<file path="config.mk">
export PLATFORM = sky130hd
export DESIGN_NAME = postcode_sender
export DESIGN_NICKNAME = d
export VERILOG_FILES = /design/src/rtl/postcode_sender.sv
export SDC_FILE = /design/constraint.sdc
export NUM_CORES = 1
export LEC_CHECK = 0
export BUFFER_PORTS_ARGS = -buffer_cell sky130_fd_sc_hd__buf_2
export CORE_UTILIZATION = 55
export CTS_BUF_LIST = sky130_fd_sc_hd__clkbuf_4 sky130_fd_sc_hd__clkbuf_8
export CTS_CLUSTER_DIAMETER = 150
export DETAILED_ROUTE_END_ITERATION = 7
export PLACE_DENSITY = 0.85
export SLEW_MARGIN = 20
export SYNTH_ARGS = -nofsm -noshare
export SYNTH_HDL_FRONTEND = slang
export SYNTH_SLANG_ARGS = --single-unit
</file>
<file path="constraint.sdc">
create_clock -name refclk -period 4.5 [get_ports refclk]
set_input_delay 0.45 -clock refclk [delete_from_list [all_inputs] [get_ports refclk]]
set_output_delay 0.45 -clock refclk [all_outputs]
set_load 0.02 [all_outputs]
</file>
<file path="src/rtl/postcode_sender.sv">
// postcode_sender
//
// Initiator end of the TESTREQ/TESTACK POST link. Each byte taken from the
// user side is preceded by a probe cell (one pulse) that detects the adapter.
// The byte is then sent LSB first as pulse-coded cells: one pulse for a '0',
// two pulses for a '1'. TESTACK is sampled once per cell, and the sampled
// bits are returned as rx_data when the byte completes.
//
// Ports
//   refclk      in   1  sole clock
//   reset       in   1  synchronous, active-high
//   tx_data     in   8  byte to send
//   tx_valid    in   1  request to send tx_data
//   tx_ready    out  1  idle and able to accept a byte
//   testreq     out  1  pulse line to the adapter (registered)
//   testack     in   1  adapter response (asynchronous, synchronised here)
//   rx_data     out  8  TESTACK bits returned during the last byte
//   rx_valid    out  1  one-cycle strobe when rx_data updates
//   no_adapter  out  1  one-cycle strobe when the probe limit is exhausted

module postcode_sender #(
    parameter int PULSE_W    = 6,
    parameter int PULSE_GAP  = 24,
    parameter int ACK_SAMPLE = 12,
    parameter int CELL_GAP   = 240,
    parameter int MAX_RETRY  = 15
) (
    input  logic       refclk,
    input  logic       reset,
    input  logic [7:0] tx_data,
    input  logic       tx_valid,
    output logic       tx_ready,
    output logic       testreq,
    input  logic       testack,
    output logic [7:0] rx_data,
    output logic       rx_valid,
    output logic       no_adapter
);

    // The phase counter is 9 bits wide, so every duration must fit in 1..512.
    // The retry counter is 4 bits wide, so the probe limit must fit in 1..15.
    if (PULSE_W < 1 || PULSE_W > 512) begin : g_bad_pulse_w
        $error("postcode_sender: PULSE_W must be in 1..512");
    end
    if (PULSE_GAP < 1 || PULSE_GAP > 512) begin : g_bad_pulse_gap
        $error("postcode_sender: PULSE_GAP must be in 1..512");
    end
    if (ACK_SAMPLE < 1 || ACK_SAMPLE > 512) begin : g_bad_ack_sample
        $error("postcode_sender: ACK_SAMPLE must be in 1..512");
    end
    if (CELL_GAP < 1 || CELL_GAP > 512) begin : g_bad_cell_gap
        $error("postcode_sender: CELL_GAP must be in 1..512");
    end
    if (MAX_RETRY < 1 || MAX_RETRY > 15) begin : g_bad_max_retry
        $error("postcode_sender: MAX_RETRY must be in 1..15");
    end

    localparam logic [3:0] IDLE        = 4'd0;
    localparam logic [3:0] PROBE_HI    = 4'd1;
    localparam logic [3:0] PROBE_WAIT  = 4'd2;
    localparam logic [3:0] PROBE_GAP   = 4'd3;
    localparam logic [3:0] P1_HI       = 4'd4;
    localparam logic [3:0] GAP         = 4'd5;
    localparam logic [3:0] P2_HI       = 4'd6;
    localparam logic [3:0] SAMPLE_WAIT = 4'd7;
    localparam logic [3:0] CELL_LO     = 4'd8;

    // Phase counter reload values: a state lasting N cycles loads N-1.
    localparam logic [8:0] PULSE_W_LD    = 9'(PULSE_W - 1);
    localparam logic [8:0] PULSE_GAP_LD  = 9'(PULSE_GAP - 1);
    localparam logic [8:0] ACK_SAMPLE_LD = 9'(ACK_SAMPLE - 1);
    localparam logic [8:0] CELL_GAP_LD   = 9'(CELL_GAP - 1);
    localparam logic [4:0] RETRY_LIMIT   = 5'(MAX_RETRY);

    logic [3:0] state;
    logic [3:0] state_next;
    logic [8:0] phase;
    logic [8:0] phase_next;
    logic [3:0] retry_cnt;
    logic [2:0] bit_idx;
    logic       linked;      // current byte has seen a successful probe
    logic [7:0] tx_shift;    // bit 0 is the bit of the cell in progress
    logic [7:0] rx_shift;
    logic       ack_meta;
    logic       ack_sync;

    logic phase_done;
    logic accept;
    logic probe_ok;
    logic probe_fail;
    logic give_up;
    logic bit_sample;
    logic cell_advance;
    logic byte_done;

    assign phase_done = (phase == 9'd0);
    assign accept     = tx_valid && tx_ready;

    always_comb begin
        state_next   = state;
        phase_next   = phase_done ? phase : phase - 9'd1;
        probe_ok     = 1'b0;
        probe_fail   = 1'b0;
        give_up      = 1'b0;
        bit_sample   = 1'b0;
        cell_advance = 1'b0;
        byte_done    = 1'b0;
        case (state)
            IDLE: begin
                if (accept) begin
                    state_next = PROBE_HI;
                    phase_next = PULSE_W_LD;
                end
            end
            PROBE_HI: begin
                if (phase_done) begin
                    state_next = PROBE_WAIT;
                    phase_next = ACK_SAMPLE_LD;
                end
            end
            PROBE_WAIT: begin
                if (phase_done) begin
                    if (ack_sync) begin
                        probe_ok   = 1'b1;
                        state_next = PROBE_GAP;
                        phase_next = CELL_GAP_LD;
                    end else begin
                        probe_fail = 1'b1;
                        // The attempt just made is the one that reaches the limit:
                        // give up without closing the cell.
                        if (({1'b0, retry_cnt} + 5'd1) >= RETRY_LIMIT) begin
                            give_up    = 1'b1;
                            state_next = IDLE;
                            phase_next = 9'd0;
                        end else begin
                            state_next = PROBE_GAP;
                            phase_next = CELL_GAP_LD;
                        end
                    end
                end
            end
            PROBE_GAP: begin
                if (phase_done) begin
                    state_next = linked ? P1_HI : PROBE_HI;
                    phase_next = PULSE_W_LD;
                end
            end
            P1_HI: begin
                if (phase_done) begin
                    if (tx_shift[0]) begin
                        state_next = GAP;
                        phase_next = PULSE_GAP_LD;
                    end else begin
                        state_next = SAMPLE_WAIT;
                        phase_next = ACK_SAMPLE_LD;
                    end
                end
            end
            GAP: begin
                if (phase_done) begin
                    state_next = P2_HI;
                    phase_next = PULSE_W_LD;
                end
            end
            P2_HI: begin
                if (phase_done) begin
                    state_next = SAMPLE_WAIT;
                    phase_next = ACK_SAMPLE_LD;
                end
            end
            SAMPLE_WAIT: begin
                if (phase_done) begin
                    bit_sample = 1'b1;
                    state_next = CELL_LO;
                    phase_next = CELL_GAP_LD;
                end
            end
            CELL_LO: begin
                if (phase_done) begin
                    if (bit_idx == 3'd7) begin
                        byte_done  = 1'b1;
                        state_next = IDLE;
                        phase_next = 9'd0;
                    end else begin
                        cell_advance = 1'b1;
                        state_next   = P1_HI;
                        phase_next   = PULSE_W_LD;
                    end
                end
            end
            default: begin
                state_next = IDLE;
                phase_next = 9'd0;
            end
        endcase
    end

    // Control state and registered outputs. testreq and tx_ready are decoded
    // from the next state so they line up exactly with the state they describe.
    always_ff @(posedge refclk) begin
        if (reset) begin
            state      <= IDLE;
            phase      <= 9'd0;
            retry_cnt  <= 4'd0;
            bit_idx    <= 3'd0;
            linked     <= 1'b0;
            testreq    <= 1'b0;
            tx_ready   <= 1'b1;
            rx_data    <= 8'd0;
            rx_valid   <= 1'b0;
            no_adapter <= 1'b0;
        end else begin
            state      <= state_next;
            phase      <= phase_next;
            testreq    <= (state_next == PROBE_HI) || (state_next == P1_HI) ||
                          (state_next == P2_HI);
            tx_ready   <= (state_next == IDLE);
            rx_valid   <= byte_done;
            no_adapter <= give_up;
            if (byte_done) begin
                rx_data <= rx_shift;
            end
            if (accept) begin
                retry_cnt <= 4'd0;
            end else if (probe_fail && retry_cnt != 4'hF) begin
                retry_cnt <= retry_cnt + 4'd1;
            end
            if (accept) begin
                bit_idx <= 3'd0;
            end else if (cell_advance) begin
                bit_idx <= bit_idx + 3'd1;
            end
            if (accept) begin
                linked <= 1'b0;
            end else if (probe_ok) begin
                linked <= 1'b1;
            end
        end
    end

    // Datapath: byte shift register, returned bits and the TESTACK synchroniser.
    always_ff @(posedge refclk) begin
        ack_meta <= testack;
        ack_sync <= ack_meta;
        if (accept) begin
            tx_shift <= tx_data;
        end else if (cell_advance) begin
            tx_shift <= {1'b0, tx_shift[7:1]};
        end
        if (bit_sample) begin
            rx_shift[bit_idx] <= ack_sync;
        end
    end

endmodule
</file>
### After elaboration in Yosys (flattened, before gate mapping)

Cells that the tools add are included.

| storage, ports and cells | value |
|---|---|
| flip-flop bits (word level) | 51 |
| latch bits | 0 |
| memory bits (writable) | 0 |
| memory bits (read-only) | 0 |
| input bits | 12 |
| logic and storage cells | 97 |
| memories kept | 0 |

| cells by class | value |
|---|---|
| add/subtract/negate cells | 4 |
| multipliers | 0 |
| div/mod/pow operators | 0 |
| $lt $le $gt $ge | 3 |
| equality and inequality tests | 13 |
| shift operators | 0 |
| mux-type cells | 48 |
| bitwise gates (word level) | 2 |
| reductions and logical operators | 13 |

Operators with widths:

| cell | count |
|---|---|
| $mux 9 | 8 |
| $pmux 9 s7 | 1 |
| $mux 4 | 9 |
| $pmux 4 s9 | 1 |
| $mux 8 | 4 |
| $eq 4x3->1 const B | 6 |
| $mux 1 | 16 |
| $logic_not 9->1 | 1 |
| $mux 3 | 3 |
| $sub 9x1->9 const B | 1 |
| $bwmux 8 | 1 |
| $eq 4x1->1 const B | 2 |
| $eq 4x2->1 const B | 2 |
| $logic_not 4->1 | 2 |
| $mux 2 | 3 |
| $reduce_or 2->1 | 3 |
| $add 4x1->5 const B | 1 |
| $ge 5x4->1 const B | 1 |
| $mux 5 | 1 |
| $add 4x1->4 const B | 1 |
| $eq 4x4->1 const B | 1 |
| $lt 3x4->1 const B | 1 |
| $ne 4x4->1 const B | 1 |
| $reduce_or 4->1 | 1 |
| 8 further kinds | 12 |

### Longest topological paths before layout

Gate-level depths: netlist of the first run.

| depth | value |
|---|---|
| word-level depth | 9 |
| depth in mapped cells | 11 |

### Worst setup path after synthesis of the first run

Ideal clock, no wire load.

| path | value |
|---|---|
| kind | register to register |
| from | register phase[0] |
| to | register phase[0] |
| library setup time | 133 ps |
| arrival time | 2,047 ps |
| setup slack | 2,320 ps |
| stages on the path, launching flop included | 12 |
| clock period less this slack | 2,180 ps |
| path through | dfxtp_1 > inv_1 > ha_1 > or4b_4 > nor2_4 > inv_4 > buf_2 > ha_1 > o21ai_0 > o21ai_0 > nand2_1 > o21ai_0 |

| on the way | value |
|---|---|
| longest elaborated chain between the ends | 4 |

RTL lines:

| element | RTL line | source |
|---|---|---|
| start, declared | 77 | `logic [8:0] phase;` |
| start signal, assigned | 214 | `phase <= phase_next;` |
| $sub 9x1->9 / $logic_not 9->1 (equally long branches) | 101, 96 |  |
| $mux 9 | 101 | `phase_next = phase_done ? phase : phase - 9'd1;` |
| $mux 9, or another cell as far along | 179 | `if (phase_done) begin` |
| $pmux 9 s7 (*) | 108 | `case (state)` |

Every way passes the cells marked *; elsewhere a longest branch is shown, timed or not.
A chain may end at the register's enable or synchronous reset.

### Worst setup path in the final report of the first run

| path | value |
|---|---|
| from | register phase[0] |
| to | register rx_data[5] |

| on the way | value |
|---|---|
| longest elaborated chain between the ends | 3 |

RTL lines:

| element | RTL line | source |
|---|---|---|
| $logic_not 9->1 | 96 | `assign phase_done = (phase == 9'd0);` |
| $mux 1 | 179 |  |
| $mux 1 | 108 |  |
| end signal, assigned | 221 | `rx_data <= rx_shift;` |
| end, declared | 35 | `output logic [7:0] rx_data,` |

Every way passes these cells.

==> results of run 1 <==
==> through the flow <==
step / util [%] / setup WS, ns
after CTS: 63.4 / 1.85
after detailed placement: 60.8 / 1.90
final: 63.4 / 1.88
after global routing: 63.4 / 1.66
after floorplan: - / 2.32
after global placement: 60.8 / 2.04
==> power by group <==
group | switching [W] | internal [W] | total, W
logic | 0.000327 | 0.000213 | 0.000541
clock network | 0.000148 | 0.000166 | 0.000314
registers | 0.0000612 | 0.000545 | 0.000606
==> flip-flops by register name, indices dropped and copies added (netlist names), 3 cells and up <==
signal     count
rx_shift       8
rx_data        8
tx_shift       8
retry_cnt      4
state          4
bit_idx        3
phase          9
==> synth_stat cells, types with 5 or more instances <==
master / number
sky130_fd_sc_hd__o31ai_1: 5
sky130_fd_sc_hd__a211oi_1: 8
sky130_fd_sc_hd__o21ai_0: 12
sky130_fd_sc_hd__ha_1: 6
sky130_fd_sc_hd__nand2b_1: 5
sky130_fd_sc_hd__nor3_1: 11
sky130_fd_sc_hd__clkbuf_1: 8
sky130_fd_sc_hd__mux2i_1: 10
sky130_fd_sc_hd__a21oi_1: 15
sky130_fd_sc_hd__mux2_2: 7
sky130_fd_sc_hd__edfxtp_1: 16
sky130_fd_sc_hd__nand2_1: 18
sky130_fd_sc_hd__nor2_1: 34
sky130_fd_sc_hd__nand3_1: 7
sky130_fd_sc_hd__dfxtp_1: 35
sky130_fd_sc_hd__inv_1: 7
==> worst max-delay path, stage by stage (launching register included) <==
cell,delay [ns]
sky130_fd_sc_hd__dfxtp_1,0.33
sky130_fd_sc_hd__inv_1,0.08
sky130_fd_sc_hd__ha_1,0.20
sky130_fd_sc_hd__or4b_4,0.52
sky130_fd_sc_hd__nor2_4,0.33
sky130_fd_sc_hd__nand4_1,0.59
sky130_fd_sc_hd__mux2i_1,0.39
sky130_fd_sc_hd__nor2_1,0.06
==> final timing paths <==
| check | startpoint | to | cells after the start |
|---|---|---|---|
| max | phase[0]$_SDFF_PP0_ | rx_data[5]$_SDFFE_PP0P_ | 7 |
| min | testack | ack_meta$_DFF_P_ | 1 |
| max reg2reg | phase[0]$_SDFF_PP0_ | rx_data[5]$_SDFFE_PP0P_ | 7 |
| min reg2reg | ack_meta$_DFF_P_ | ack_sync$_DFF_P_ | 0 |
==> metal layers <==
metal | part of all wire (%) | routed length [microns] | GRT usage [%]
met4 | 2.4 | 125 | 10.0
met2 | 47 | 2400 | 35.6
met3 | 6.8 | 350 | 4.18
met5 | 0 | 0 | 0
met1 | 44 | 2270 | 29.7
==> area by class of cell <==
class | instances | share of cell area [%]
clock inverter | 3 | 1.53
multi-input combinational | 196 | 45.8
timing repair buffer | 23 | 4.14
inverter | 8 | 1.17
clock buffer | 5 | 2.48
tap | 52 | 2.34
sequential | 51 | 42.5
==> kinds of logic (layout without fill, tap and decap cells) <==
family                   Yosys count  in the layout  synth area share [%]
XOR/XNOR                           6              6                  2.07
AO/OA/AOI/OAI                     64             64                  16.9
AND/OR/NAND/NOR                  103            103                  21.2
multiplexers                      17             17                  7.06
buffers and inverters             20             39                  3.16
flip-flops                        51             51                  46.6
adder cells (fa/ha/maj)            6              6                  2.96
==> results.md, run 1 <==
* Synth top area cells: sky130_fd_sc_hd__dfxtp_1 (28%), sky130_fd_sc_hd__edfxtp_1 (19%), sky130_fd_sc_hd__nor2_1 (5.0%)
* Number of buffers added by the clock tree synthesis step at 5
* Area delta synth->final at 9.63%
* Average wire length per cell after detail routing at 15.2 microns
* PD cells at 526 mW/mm^2
* Starting utilization of the core area at 57.8%
* Sink Count at 51
* Number of register bits inferred by synthesis at 51
* Sequential fraction of the synthesis area at 46.6%
* Total die area at 0.00488 sq mm
* Register-to-register setup slack at 1.88 ns
* Post-route total power at 0.00146 W
* Final antenna-violating net count at 0
* Number of flops mapped to enable cells by yosys at 16
* Leak at 1.09 nW
* Synthesized area per cell at about 9.5 sq um
* Wire length of the first global-routing pass at 8660 microns
* Number of buffers inserted by port buffering at 23
* Synth Flop Type: sky130_fd_sc_hd__dfxtp_1
* Net total in the final layout at 303
* Total iterations of the first detailed-routing run at 5
* Total area of multi-input combinational cells at ~0.0013 sq mm
* Detailed placement HPWL at around 3800 microns
* DRC viols at 0
* Path type of the worst min-delay path: in -> reg
* Clock-pin slew reported for the worst setup and hold paths after clock tree synthesis at 0.09 ns
* Area after detailed placement at 0.00267 sq mm
* Minimum hold slack at 0.243 ns
* Share of final-layout standard cells stronger than drive strength 1 at 17.1%
* Fraction of the cycle the final worst path needs at 58.1%
* Max Clock Freq at 0.382 GHz
* Final-report hold violation count at 0
* CTS Hold Buffers Added at 0
* Max clock buf depth at 2
* Global Route Usage Sum at between 20% and 30%
* Final-report max-slew violation count at 0
* Via count at 2,086
* Final weighted congestion of routability-driven global placement at 0.965
* Number of max-cap violations at 0
* Source-to-sink clock delay at the later pin of the worst-skew pair at approximately 0.30 ns
* Commonest cells after routing, fill and taps aside: sky130_fd_sc_hd__dfxtp_1 (35), sky130_fd_sc_hd__nor2_1 (34), sky130_fd_sc_hd__buf_2 (23)
* Remaining global-route overflow at 0
* Slew at the pin closest to its max-slew limit at about 0.65 ns
* Final worst clock skew at between 0.007 and 0.008 ns
* Buffers inserted during post-CTS setup optimization at 0
* Htree depth at 2
* Most common cell after layout, fill and taps aside: sky130_fd_sc_hd__dfxtp_1
* DR vias/cell at slightly above 6
* Worst Setup Start Kind: flop
* Number of cell rows at 24
* Area of the core at 0.00438 sq mm
* Share of async-settable or async-resettable flops after synthesis at 0%
* Post-synthesis instance area at 0.00253 sq mm
* IO Pins at 24
* Pin count of the biggest net entering global routing at 18
* Die Y-Extent at 69.9 microns
* Result of the run: finished, final reports clean
* Number of DRC markers in iteration 0 at 148
* Synthesized netlist cell count at 267
* Worst vdd ir at 0.256 mV
* Floorplan die width at 69.9 microns
* Flip-flop and latch area at 0.00118 sq mm
* Post-synth top area cell: sky130_fd_sc_hd__dfxtp_1
* Non-Filler Instances at 338
* Share of Yosys cell area claimed by the top area cell type at 27.6%
* Via count of the first global-routing pass at about 1,900
* Post-cts sizing count at 0
* Crit path required time at 4.70 ns
* Synthesized Nets at 285
* Setup violators final at 0
* Yosys warning count at 0
* Top fanout value on the critical path at 16
* Clock root cell: sky130_fd_sc_hd__clkbuf_8
* Number of inserted filler cells in the final layout at between 300 and 400
* Final cell area excluding filler cells at 0.00278 sq mm
* Capturing element type of the critical path: flop
* Count of distinct cell types in the synthesized netlist at 55
* Wire length reported by the detailed router at approximately 5000 microns
* Setup tns final at 0 ns
* Max-slew headroom at the worst pin at 56.1%
* Clock tree from TritonCTS: yes
* Unrepaired setup endpoints after global routing: no
* Number of antenna violations at the first check in global routing at 0
* Instance count after placement with tap cells included at 330
* Antenna Cells at 0
* Min cycle time layout at 2.62 ns
* Category of the most critical setup path: reg -> reg
* Arrival time of data at the critical path endpoint at 2.81 ns
Power figures use the tool's default switching activity.
==> run 2: changes to the inputs <==
--- a/config.mk
+++ b/config.mk
@@ -5,12 +5,13 @@
 export SDC_FILE = /design/constraint.sdc
 export NUM_CORES = 1
 export LEC_CHECK = 0
+export ABC_AREA = 1
 export BUFFER_PORTS_ARGS = -buffer_cell sky130_fd_sc_hd__buf_2
 export CORE_UTILIZATION = 55
 export CTS_BUF_LIST = sky130_fd_sc_hd__clkbuf_4 sky130_fd_sc_hd__clkbuf_8
 export CTS_CLUSTER_DIAMETER = 150
 export DETAILED_ROUTE_END_ITERATION = 7
-export PLACE_DENSITY = 0.85
+export PLACE_DENSITY = 0.88
 export SLEW_MARGIN = 20
 export SYNTH_ARGS = -nofsm -noshare
 export SYNTH_HDL_FRONTEND = slang
==> constraint.sdc (replaced) <==
create_clock -name refclk -period 2.25 [get_ports refclk]
set_input_delay 0.225 -clock refclk [delete_from_list [all_inputs] [get_ports refclk]]
set_output_delay 0.225 -clock refclk [all_outputs]
set_load 0.02 [all_outputs]
==> run 2 against run 1 <==
- non-clock buffer count increased by 4
- clock power grew 76%
- worst setup slack got worse by 1.7 ns
- critical path type unchanged
- combinational power up 130%
- power rose by 100%
- cell area increased by 2.1%
- sequential power up 93%
- fmax is 28% higher
- critical endpoint is now testreq$_SDFF_PP0_
- flip-flop and latch count unchanged
- clock skew is 0.0021 ns lower
==> results.md, run 2 <==
* Result of the run: finished, final reports clean
* Global Route Usage Sum at 21.7%
* Most frequently used cell type in the post-synthesis netlist: sky130_fd_sc_hd__nand2_1
* Area delta synth->final at 11.3%
* Final antenna-violating net count at 0
* Arrival time of data at the critical path endpoint at 2.26 ns
* Register ranked first by flip-flop count: phase
* Sink Count at 51
* Min-Delay Path Depth at 3
* DRC viols at 0
* Number of buffers added by the clock tree synthesis step at 5
* Number of DRC markers in iteration 0 at 124
* Non-Filler Instances at 422
* Number of cell rows at 24
* Crit path required time at about 2.5 ns
* Via count at 2,226
* Via count of the first global-routing pass at ~2,100
* PD cells at 1040 mW/mm^2
* Capturing point of the worst reg2reg path: testreq$_SDFF_PP0_
* Area after detailed placement at 0.00273 sq mm
* Number of antenna violations at the first check in global routing at 0
* Post-route total power at 0.00295 W
* Register-to-register setup slack at 0.21 ns
* Remaining global-route overflow at 0
* Share of final-layout standard cells stronger than drive strength 1 at ~15%
* Max clock buf depth at 2
* Depth of the most critical reg-to-reg path at 15
* Worst Setup Start Kind: flop
* Path type of the worst min-delay path: in -> reg
* Wire length reported by the detailed router at 4950 microns
* Wire length of the first global-routing pass at 8530 microns
* Setup violators final at 0
* Total die area at 0.00491 sq mm
* Unrepaired setup endpoints after global routing: no
* Net total in the final layout at 387
* Number of flops mapped to enable cells by yosys at 16
* Post-synth top area cell: sky130_fd_sc_hd__dfxtp_1
* Synthesized area per cell at 7.52 sq um
* Final worst clock skew at 0.00591 ns
* Sequential fraction of the synthesis area at 46.3%
* Source-to-sink clock delay at the later pin of the worst-skew pair at 0.31 ns
* Source of the worst register-to-register timing path: phase[0]$_SDFF_PP0_
* Setup tns final at 0 ns
* Worst vdd ir at 0.649 mV
* Number of register bits inferred by synthesis at 51
* Fraction of the cycle the final worst path needs at 90.8%
* Leak at 1.27 nW
* Htree depth at 2
* Post-synthesis compound-gate area fraction at 11.7%
* Synth Flop Type: sky130_fd_sc_hd__dfxtp_1
* Final-report hold violation count at 0
* Max FFs per register at 9
* Post-synthesis instance area at 0.00255 sq mm
* Final-report max-slew violation count at 0
* Main combinational cell family by area after synthesis: simple AND/OR/NAND/NOR gates
* Starting utilization of the core area at 57.7%
* Share of async-settable or async-resettable flops after synthesis at 0%
* Number of buffers inserted by port buffering at 23
* Floorplan die width at around 70 microns
* Antenna Cells at 0
* Number of max-cap violations at 0
* Yosys warning count at 0
* Simple logic cell fraction of the synthesized area at 31.5%
* Arithmetic-cell share of the synthesized area counting full adders, half adders and majority gates at between 2 and 3%
* Share of Yosys cell area claimed by the top area cell type at 27.5%
* Final weighted congestion of routability-driven global placement at 0.917
* Synth top cells by count: sky130_fd_sc_hd__nand2_1 (102), sky130_fd_sc_hd__inv_1 (36), sky130_fd_sc_hd__dfxtp_1 (35), sky130_fd_sc_hd__nor2_1 (32), sky130_fd_sc_hd__a21oi_1 (24)
* Final cell utilization of the core at 64.3%
* Clock-pin slew reported for the worst setup and hold paths after clock tree synthesis at 0.10 ns
* Number of inserted filler cells in the final layout at 384
* Synthesized Nets at 357
* DR vias/cell at ~5.3
* IO Pins at 24
* Endpoint of the worst hold path: tx_shift[4]$_DFFE_PP_
* Synthesized netlist cell count at 339
* Clock tree from TritonCTS: yes
* Count of distinct cell types in the synthesized netlist at 36
* Max-slew headroom at the worst pin at roughly three quarters
* Pin count of the biggest net entering global routing at 20
* Hold path startpoint: tx_data[4]
* Total iterations of the first detailed-routing run at 5
* Capturing element type of the critical path: flop
* Die Y-Extent at 70.1 microns
* Final cell area excluding filler cells at 0.00284 sq mm
* Area of the core at 0.00441 sq mm
* Max Clock Freq at 0.489 GHz
* Instance count after placement with tap cells included at 413
* Top fanout value on the critical path at 19
* Synth top area cells: sky130_fd_sc_hd__dfxtp_1 (27%), sky130_fd_sc_hd__edfxtp_1 (19%), sky130_fd_sc_hd__nand2_1 (15%)
* Xor-xnor portion of the synthesized cell area at 0.344%
* Clock root cell: sky130_fd_sc_hd__clkbuf_8
* Commonest cells after routing, fill and taps aside: sky130_fd_sc_hd__nand2_1 (102), sky130_fd_sc_hd__inv_1 (36), sky130_fd_sc_hd__dfxtp_1 (35)
* Most common cell after layout, fill and taps aside: sky130_fd_sc_hd__nand2_1
* Multiplexer share of the synthesized area at 0%
* Detailed placement HPWL at around 3600 microns
* Average wire length per cell after detail routing at 11.7 microns
* Slew at the pin closest to its max-slew limit at 0.354 ns
* Min cycle time layout at 2.04 ns
* Category of the most critical setup path: reg -> reg
[run 2: cell count changes after synthesis, sizes merged, moves of 4 or more]
cell    before  now
nor2        35   40
inv          8   40
nand2       18  108
o31ai        5    1
nand2b       5    0
mux2         7    0
clkbuf       8    2
a211oi       8    3
mux2i       10    0
nand3        7   16
a21oi       16   24
[run 2: worst max-delay path, cell delays in order, from the launching register on]
cell and delay [ns]:
sky130_fd_sc_hd__dfxtp_1 0.34, sky130_fd_sc_hd__inv_1 0.10, sky130_fd_sc_hd__ha_1 0.22, sky130_fd_sc_hd__nand2_2 0.09, sky130_fd_sc_hd__nor2_4 0.13, sky130_fd_sc_hd__nand3_4 0.25, sky130_fd_sc_hd__nor2_4 0.17, sky130_fd_sc_hd__nand2_2 0.08
sky130_fd_sc_hd__nand2_4 0.10, sky130_fd_sc_hd__nand3_1 0.09, sky130_fd_sc_hd__nand2_1 0.07, sky130_fd_sc_hd__nand2_1 0.08, sky130_fd_sc_hd__nand2_1 0.08, sky130_fd_sc_hd__nand2_1 0.05, sky130_fd_sc_hd__nand2_1 0.05, sky130_fd_sc_hd__inv_1 0.03
[run 2: cell type report]
cell class | count | area [sq um] | area share, %
Multi-Input combinational cell | 242 | 1180 | 41.8
Timing Repair Buffer | 27 | 148 | 5.20
Clock buffer | 5 | 68.8 | 2.43
Tap cell | 52 | 65.1 | 2.29
Sequential cell | 51 | 1180 | 41.6
Inverter | 42 | 163 | 5.73
Clock inverter | 3 | 27.5 | 0.970
[run 2: per-layer routing]
layer	vias up	track usage [%]	wire length (microns)
met2	77	35.8	2320
met4	0	10.4	121
li1	1167	-	-
met3	13	4.18	241
met5	-	0	0
met1	969	27.4	2270
[run 2: cell families after synthesis]
kind of cell,after synthesis
and+or+nand+nor,181
AOI/OAI and AO/OA,54
DFF,51
buffers and inverters,46
adders and majority gates,6
xor gates and xnor gates,1
[run 2: what timing repair did]
item | CTS | global route
buffers inserted | 0 | 0
hold endpoints to repair | 0 | 1
hold buffers | 0 | 1
endpoints found under the setup margin | 0 | 2
gates resized for setup | 0 | 2
[run 2: stage by stage]
step           hold slack, ns  setup WS [ns]
2_1_floorplan           0.253          0.459
3_3_place_gp            0.311          0.325
3_5_place_dp            0.313          0.231
4_1_cts               0.00983          0.202
5_1_grt                 0.176        0.00555
6_report                0.178          0.207
[run 2: worst max path at each step]
stage                              startpoint                    end  slack, ns  cells past startpoint
final                     phase[0]$_SDFF_PP0_     testreq$_SDFF_PP0_       0.21                     15
after detailed placement  phase[0]$_SDFF_PP0_     testreq$_SDFF_PP0_       0.23                     14
after global placement    phase[0]$_SDFF_PP0_     testreq$_SDFF_PP0_       0.32                     15
after CTS                 phase[0]$_SDFF_PP0_     testreq$_SDFF_PP0_       0.20                     14
after floorplan           phase[0]$_SDFF_PP0_  rx_shift[0]$_DFFE_PP_       0.46                      9
after global routing      phase[0]$_SDFF_PP0_    tx_ready$_SDFF_PP1_      0.006                     12
[run 2: power breakdown]
group	internal, W	leakage, nW	switching [W]
combinational	0.000410	0.790	0.000813
sequential	0.00108	0.435	0.0000872
clock	0.000229	0.0463	0.000325
==> run 3: changes to the inputs <==
--- a/config.mk
+++ b/config.mk
@@ -8,10 +8,11 @@
 export ABC_AREA = 1
 export BUFFER_PORTS_ARGS = -buffer_cell sky130_fd_sc_hd__buf_2
 export CORE_UTILIZATION = 55
-export CTS_BUF_LIST = sky130_fd_sc_hd__clkbuf_4 sky130_fd_sc_hd__clkbuf_8
+export CTS_BUF_LIST = sky130_fd_sc_hd__clkbuf_8
 export CTS_CLUSTER_DIAMETER = 150
 export DETAILED_ROUTE_END_ITERATION = 7
 export PLACE_DENSITY = 0.88
+export RECOVER_POWER = 50
 export SLEW_MARGIN = 20
 export SYNTH_ARGS = -nofsm -noshare
 export SYNTH_HDL_FRONTEND = slang
==> run 3 against run 2 <==
- sequential power is essentially flat
- cell area shrank 0.84%
- die area is the same
- critical path depth shrank 7
- critical endpoint is now tx_shift[0]$_DFFE_PP_
==> results.md, run 3 (synthesis gave the netlist of run 2 again) <==
* Starting utilization of the core area at 57.7%
* Max-slew headroom at the worst pin at about two thirds
* Capturing element type of the critical path: flop
* Total die area at roughly 0.0049 sq mm
* Unrepaired setup endpoints after global routing: no
* Leak at 1.22 nW
* DR vias/cell at roughly 5.3
* Metal1 wirelength at 2260 microns
* IO Pins at 24
* Result of the run: finished, final reports clean
* Number of inserted filler cells in the final layout at between 300 and 400
* Number of max-cap violations at 0
* Number of cell rows at 24
* Via count at 2,245
* Amount of wire on met3 after detailed routing at 270 microns
* Antenna Cells at 0
* Category of the most critical setup path: reg -> reg
* Number of buffers inserted by port buffering at 23
* Detailed placement HPWL at between 3000 and 4000 microns
* Global Route Usage Sum at a little over a fifth
* Clock root cell: sky130_fd_sc_hd__clkbuf_8
* Floorplan die width at 70.1 microns
* Path type of the worst min-delay path: in -> reg
* Source-to-sink clock delay at the later pin of the worst-skew pair at 0.31 ns
* Source of the worst register-to-register timing path: phase[0]$_SDFF_PP0_
* Commonest cells after routing, fill and taps aside: sky130_fd_sc_hd__nand2_1 (103), sky130_fd_sc_hd__inv_1 (37), sky130_fd_sc_hd__dfxtp_1 (35)
* Max clock buf depth at 2
* Post-route total power at around 0.0029 W
* Worst setup path startpoint: phase[0]$_SDFF_PP0_
* Net total in the final layout at 387
* Slew at the pin closest to its max-slew limit at between 0.5 and 0.6 ns
* Flip-flop and latch area at 0.00118 sq mm
* Share of final-layout standard cells stronger than drive strength 1 at 10.5%
* Min cycle time layout at 2.05 ns
* Remaining global-route overflow at 0
* Setup tns final at 0 ns
* Final-report hold violation count at 0
* Number of antenna violations at the first check in global routing at 0
* DRC viols at 0
* Clock tree from TritonCTS: yes
* Area delta synth->final at 10.4%
* Pin count of the biggest net entering global routing at 20
* Register ranked first by flip-flop count: phase
* Htree depth at 2
* Via count of the first global-routing pass at 2,061
* Setup violators final at 0
* Most common cell after layout, fill and taps aside: sky130_fd_sc_hd__nand2_1
* Total area of multi-input combinational cells at 0.00118 sq mm
* Top fanout value on the critical path at 19
* Number of buffers added by the clock tree synthesis step at 5
* Area of the core at 0.00441 sq mm
* Highest Signal Layer: met4
* Hold path startpoint: tx_data[2]
* Total iterations of the first detailed-routing run at 6
* Final worst clock skew at 0.00558 ns
* Arrival time of data at the critical path endpoint at 2.04 ns
* Max FFs per register at 9
* Routed wl met2 at 2350 microns
* Buffers inserted during post-CTS setup optimization at 0
* Clock-pin slew reported for the worst setup and hold paths after clock tree synthesis at 0.10 ns
* Fraction of the cycle the final worst path needs at approximately nine tenths
* Final weighted congestion of routability-driven global placement at 0.917
* Wire length reported by the detailed router at 4990 microns
* Worst vdd ir at 0.661 mV
* Average wire length per cell after detail routing at roughly 12 microns
* Number of DRC markers in iteration 0 at roughly 140
* Crit path required time at 2.24 ns
* Wire length of the first global-routing pass at 8530 microns
* Worst Setup Start Kind: flop
* Sink Count at 51
* Final-report max-slew violation count at 0
* Final antenna-violating net count at 0
* PD cells at roughly 1000 mW/mm^2
* Max Clock Freq at 0.487 GHz
* Die Y-Extent at 70.1 microns
run 3: changes by cell type in the layout (fill, tap and decap cells not counted):
| cell | previous run | this run |
|---|---|---|
| sky130_fd_sc_hd__inv_1 | 36 | 37 |
| sky130_fd_sc_hd__nand2_1 | 102 | 103 |
| sky130_fd_sc_hd__nand2_2 | 5 | 4 |
| sky130_fd_sc_hd__nor2_1 | 32 | 33 |
| sky130_fd_sc_hd__clkbuf_1 | 0 | 13 |
| sky130_fd_sc_hd__buf_2 | 23 | 11 |
| sky130_fd_sc_hd__nor2_2 | 5 | 4 |
| sky130_fd_sc_hd__inv_2 | 4 | 3 |
| sky130_fd_sc_hd__buf_4 | 3 | 2 |
run 3: per-stage QoR:
| step | utilization [%] | setup slack (ns) | std cells | area, sq um | hold slack [ns] |
|---|---|---|---|---|---|
| 2_1_floorplan | - | 0.459 | 339 | 2550 | 0.253 |
| 3_3_place_gp | 61.8 | 0.325 | 413 | 2730 | 0.311 |
| 3_5_place_dp | 61.8 | 0.231 | 413 | 2730 | 0.313 |
| 4_1_cts | 64.0 | 0.202 | 421 | 2820 | 0.00983 |
| 5_1_grt | 63.7 | 0.00555 | 422 | 2810 | 0.176 |
| 6_report | 63.7 | 0.197 | 422 | 2810 | 0.176 |
run 3: critical path: stages, from the launching register on:
cell	delay [ns]
sky130_fd_sc_hd__dfxtp_1	0.34
sky130_fd_sc_hd__inv_1	0.10
sky130_fd_sc_hd__ha_1	0.22
sky130_fd_sc_hd__nand2_2	0.09
sky130_fd_sc_hd__nor2_4	0.13
sky130_fd_sc_hd__nand3_4	0.25
sky130_fd_sc_hd__nor2_1	0.16
sky130_fd_sc_hd__inv_1	0.14
sky130_fd_sc_hd__nand2_1	0.29
run 3: path summary, 6_finish.rpt:
| path | slack, ns | cells past startpoint | endpoint |
|---|---|---|---|
| setup / recovery | 0.20 | 8 | tx_shift[0]$_DFFE_PP_ |
| hold / removal | 0.18 | 3 | tx_shift[2]$_DFFE_PP_ |
| setup reg to reg | 0.20 | 8 | tx_shift[0]$_DFFE_PP_ |
| hold reg to reg | 0.34 | 0 | ack_sync$_DFF_P_ |
run 3: cell type report:
cell class                 count  share of cell area [%]
timing repair buffer          27                    4.58
sequential                    51                    42.0
tap                           52                    2.31
clock inverter                 3                   0.978
multi-input combinational    242                    41.9
clock buffer                   5                    2.45
inverter                      42                    5.78
run 3: repair_timing:
action,CTS,global route
hold buffers,0,1
gates resized for setup,0,2
endpoints found under the setup margin,0,2
endpoints found under the hold margin,0,1
run 3: routing by layer:
| layer | global-route usage (%) | up-vias |
|---|---|---|
| met3 | 4.18 | 11 |
| met5 | 0 | - |
| met2 | 35.8 | 86 |
| li1 | - | 1164 |
| met1 | 27.4 | 984 |
| met4 | 10.4 | 0 |
run 3: power breakdown:
group / internal, W / leakage, nW / total [W] / switching, W
clock network: 0.000229 / 0.0463 / 0.000554 / 0.000325
logic: 0.000402 / 0.735 / 0.00122 / 0.000816
registers: 0.00108 / 0.435 / 0.00117 / 0.0000874
